## src/rtl/mips_pkg.sv

```systemverilog
// rtl/mips_pkg.sv - shared sizing, register index constants and reset defaults for the mips core
package mips_pkg;

  localparam int DATA_W   = 32;
  localparam int NUM_REGS = 32;
  localparam int ADDR_W   = 5;

  localparam int REG_ZERO = 0;
  localparam int REG_SP   = 29;
  localparam int REG_RA   = 31;

  typedef logic [ADDR_W-1:0] reg_idx_t;
  typedef logic [DATA_W-1:0] word_t;

  localparam word_t SP_INIT = 32'h8012_0000;
  localparam word_t RA_INIT = 32'h0000_0000;

endpackage

```

## src/rtl/regfile.sv

```systemverilog
// rtl/regfile.sv - 2-read/1-write register file, R0 hardwired to zero
// Optional write-to-read forwarding is enabled by defining REGFILE_BYPASS_EN.
module regfile
  import mips_pkg::*;
#(
  parameter int                 DATA_W   = mips_pkg::DATA_W,
  parameter int                 NUM_REGS = mips_pkg::NUM_REGS,
  parameter int                 ADDR_W   = mips_pkg::ADDR_W,
  parameter logic [DATA_W-1:0]  SP_INIT  = mips_pkg::SP_INIT,
  parameter logic [DATA_W-1:0]  RA_INIT  = mips_pkg::RA_INIT
) (
  input  logic              clk,
  input  logic              reset,
  input  logic [ADDR_W-1:0] wr_num,
  input  logic [DATA_W-1:0] wr_data,
  input  logic              wr_en,
  input  logic [ADDR_W-1:0] rd0_num,
  output logic [DATA_W-1:0] rd0_data,
  input  logic [ADDR_W-1:0] rd1_num,
  output logic [DATA_W-1:0] rd1_data
);

  logic [DATA_W-1:0] regs [NUM_REGS];

  // Index 0 and indices beyond NUM_REGS are never stored or returned.
  function automatic logic in_range(input logic [ADDR_W-1:0] num);
    return (num != ADDR_W'(REG_ZERO)) && (int'(num) < NUM_REGS);
  endfunction

  always_ff @(posedge clk or posedge reset) begin
    if (reset) begin
      for (int i = 0; i < NUM_REGS; i++) begin
        if (i == REG_SP)      regs[i] <= SP_INIT;
        else if (i == REG_RA) regs[i] <= RA_INIT;
        else                  regs[i] <= '0;
      end
    end else if (wr_en && in_range(wr_num)) begin
      regs[wr_num] <= wr_data;
    end
  end

  function automatic logic [DATA_W-1:0] read_port(input logic [ADDR_W-1:0] num);
    if (!in_range(num)) return '0;
`ifdef REGFILE_BYPASS_EN
    if (wr_en && (num == wr_num)) return wr_data;
`endif
    return regs[num];
  endfunction

  assign rd0_data = read_port(rd0_num);
  assign rd1_data = read_port(rd1_num);

endmodule

```

## config.mk

```make
export PLATFORM = sky130hd
export DESIGN_NAME = regfile
export DESIGN_NICKNAME = d
export VERILOG_FILES = /design/src/rtl/mips_pkg.sv /design/src/rtl/regfile.sv
export SDC_FILE = /design/constraint.sdc
export NUM_CORES = 2
export LEC_CHECK = 0
export BUFFER_PORTS_ARGS = -buffer_cell sky130_fd_sc_hd__buf_4
export CORE_ASPECT_RATIO = 1.5
export CORE_MARGIN = 2
export CORE_UTILIZATION = 55
export CTS_CLUSTER_DIAMETER = 120
export DETAILED_ROUTE_END_ITERATION = 8
export PLACE_DENSITY = 0.73
export SYNTH_ARGS = -nofsm -noshare
export SYNTH_HDL_FRONTEND = slang
export SYNTH_SLANG_ARGS = --single-unit
export TNS_END_PERCENT = 5
```

## constraint.sdc

```tcl
create_clock -name clk -period 58.4 [get_ports clk]
set_input_delay 8.76 -clock clk [delete_from_list [all_inputs] [get_ports clk]]
set_output_delay 8.76 -clock clk [all_outputs]
set_load 0.05 [all_outputs]
```

==> impl_metrics.csv <==
group,metric,value,unit
clock_network,holdBufCountCts,0,
pwr,p_comb_frac,0.213,
layout,area_delta_synth_final,8.33,%
synthesis,synth_top_area_cell,"dfrtp_1",
detailed_routing,drt-initial-drc-count,3293,
layout,drive_above_1_share,0.479,
sta,max_freq,0.0448,GHz
clock_network,clockRootBuffer,"clkbuf_16",
synthesis,syn_area,0.0547,mm²
worst_hold_path,hold_path.class,"reg2reg",
synthesis,synth_cell_type_count,43,
layout,largest_reg_flops,1024,
clock_network,ctsResizeCount,0,
layout,fin_area,0.0592,mm²
floorplanning,dieArea,0.102,mm²
layout,reg_top3,"regs (1024)",
placement,io_buffers,113,
floorplanning,rows,141,
pwr,seq_power_share,0.469,
sta,relSlewSlack,0.185,
global_route,grt_overflow,0,
pwr,p_sw_frac,0.284,
clock_network,htree_levels,3,
placement,gp_congestion,0.821,
worst_setup_path,cp_max_fo,111,
global_route,antenna_found_initial,11,
layout,final_cell_mix,"mux2_2 (1040), dfrtp_1 (1021), mux2i_1 (364)",
sta,worstMarginPinSlew,1.22,ns
sta,setup_viol,0,
detailed_routing,vias_per_cell,7.14,
layout,fin_nets,3702,
placement,dp.cells,4841,
pwr,internal_power,1.45,mW
global_route,grt_max_degree,183,
pwr,clockPowerShare,0.318,
placement,hpwl,95300,µm
clock_network,clkTransAtPathRegs,0.06,ns
worst_setup_path,arrival,13.57,ns
detailed_routing,dr.pass1.iters,6,
pwr,power.switching,0.574,mW
clock_network,cts_sinks,1024,
synthesis,synthesis.yosys.warnings,0,
global_route,first_global_vias,37111,
placement,postPlaceCellArea,0.0560,mm²
pwr,leakagePower,26.1,nW
synthesis,ys_seq_elements,1024,
synthesis,syn_nets,3847,
synthesis,syn_inst,3797,
layout,stdcell_count,5023,
synthesis,synth_top_area_share,0.467,
floorplanning,io_pins,114,
clock_network,cts_setup_buffers,0,
global_route,grt_use_total,0.343,
floorplanning,die_h,390,µm
floorplanning,die_w,261,µm
synthesis,synth_area_leaders,"dfrtp_1 (47%), mux2_2 (21%), mux4_2 (14%)",
floorplanning,start_util,0.555,
worst_setup_path,critical_path.endpoint_type,"output port",
clock_network,numCtsBuffers,96,
layout,fin_util,0.601,
layout,final_common_cell,"mux2_2",
sta,grt_setup_unrepaired,"false",
global_route,grt_pass1_wl,252000,µm
run,maxCapViolations,0,
worst_setup_path,start_kind,"primary input",
pwr,ir_drop,0.0220,mV
layout,fill_cells,7578,
pwr,power,2.02,mW
sta,setup_tns,0,ns
clock_network,cts.path.max_buffers,3,
detailed_routing,final_antenna_net_count,0,
sta,min_period,22.33,ns
layout,top_register,"regs",
sta,hold_viol,0,
sta,fin_skew,0,ns
clock_network,cts_tree,"built",
worst_setup_path,crit_required,49.64,ns
sta,period_share,0.382,
pwr,p_per_area,34.2,mW/mm²
detailed_routing,drc_errors,0,
detailed_routing,drt_wl_total,172000,µm
floorplanning,core_area,0.0984,mm²
synthesis,synth_area_per_cell,14.4,µm²
detailed_routing,num_vias,35841,
detailed_routing,wire_per_inst,34.2,µm
sta,slew_violations,0,
clock_network,insertion_delay,0.69,ns
status,status,"finished clean",
synthesis,seq_area_frac_synth,0.469,
worst_setup_path,critPathKind,"in2out",
synthesized netlist by cell type, drive strengths merged:
cell and n:
nor4b 1, a31oi 10, or2 2, nand3b 5, and3 1, mux2 1040, clkbuf 247, a22o 45
and3b 1, o22ai 35, a22oi 118, nand2 56, mux2i 364, or4 1, a2111oi 22, nor4 20
dfstp 3, nand2b 1, and4b 3, nor3 30, and2 3, inv 2, a21oi 67, nand3 11
dfrtp 1021, o21ai 19, o221ai 26, nor3b 4, a211oi 52, buf 188, mux4 343, nor2b 26
or3 1, nor2 20, or3b 3, a311oi 6
cell type report:
type	instances	area (µm²)	share of cell area
Tap cell	1287	1610	0.0272
Inverter	2	15.0	0.000254
Sequential cell	1024	25600	0.433
Multi-Input combinational cell	2336	27200	0.460
Antenna cell	5	12.5	0.000211
Timing Repair Buffer	192	1530	0.0259
Clock inverter	24	209	0.00353
Clock buffer	153	2980	0.0503
power groups by stage:
stage	logic (mW)	clock network, mW	registers [mW]
after floorplan	0.350	0	0.923
after global placement	0.420	0	0.951
after detailed placement	0.430	0	0.958
after CTS	0.432	0.648	0.945
after global routing	0.461	0.678	0.964
final	0.431	0.643	0.950
final timing paths:
check / start / endpoint / slack (ns) / cells past startpoint
setup / recovery: rd1_num[1] / rd1_data[16] / 36.07 / 9
hold / removal: regs[1017] / regs[1017] / 0.40 / 0
setup reg to reg: regs[769] / regs[769] / 57.59 / 1
hold reg to reg: regs[1017] / regs[1017] / 0.40 / 0
max in group asynchronous: reset / regs[601] / 47.04 / 5
min in group asynchronous: reset / regs[195] / 8.19 / 2
per-layer routing:
layer / share of wire / global-route usage
met5: 0.00043 / 0
met4: 0.056 / 0.171
met3: 0.087 / 0.0776
met2: 0.48 / 0.545
met1: 0.38 / 0.443
metrics by stage:
step	worst slack [ns]	hold WS, ns
2_1_floorplan	20.83	0.441
3_3_place_gp	35.89	0.381
3_5_place_dp	35.83	0.382
4_1_cts	35.83	0.398
5_1_grt	35.68	0.412
6_report	36.07	0.400
worst max-delay path, cell delays in order:
cell     delay [ns]
buf_8          0.61
buf_4          0.90
buf_12         0.60
buf_4          0.85
mux4_2         0.37
mux4_2         0.25
o22ai_1        0.09
nor3_1         0.70
buf_4          0.33
cells by family after synthesis:
| kind of cell | count (synthesis) | synth area share |
|---|---|---|
| AO/OA/AOI/OAI | 400 | 0.0527 |
| buffers and inverters | 437 | 0.0381 |
| flip-flops | 1024 | 0.469 |
| multiplexers | 1747 | 0.422 |
| AND/OR/NAND/NOR | 189 | 0.0180 |
(Power assumes the default switching activity.)
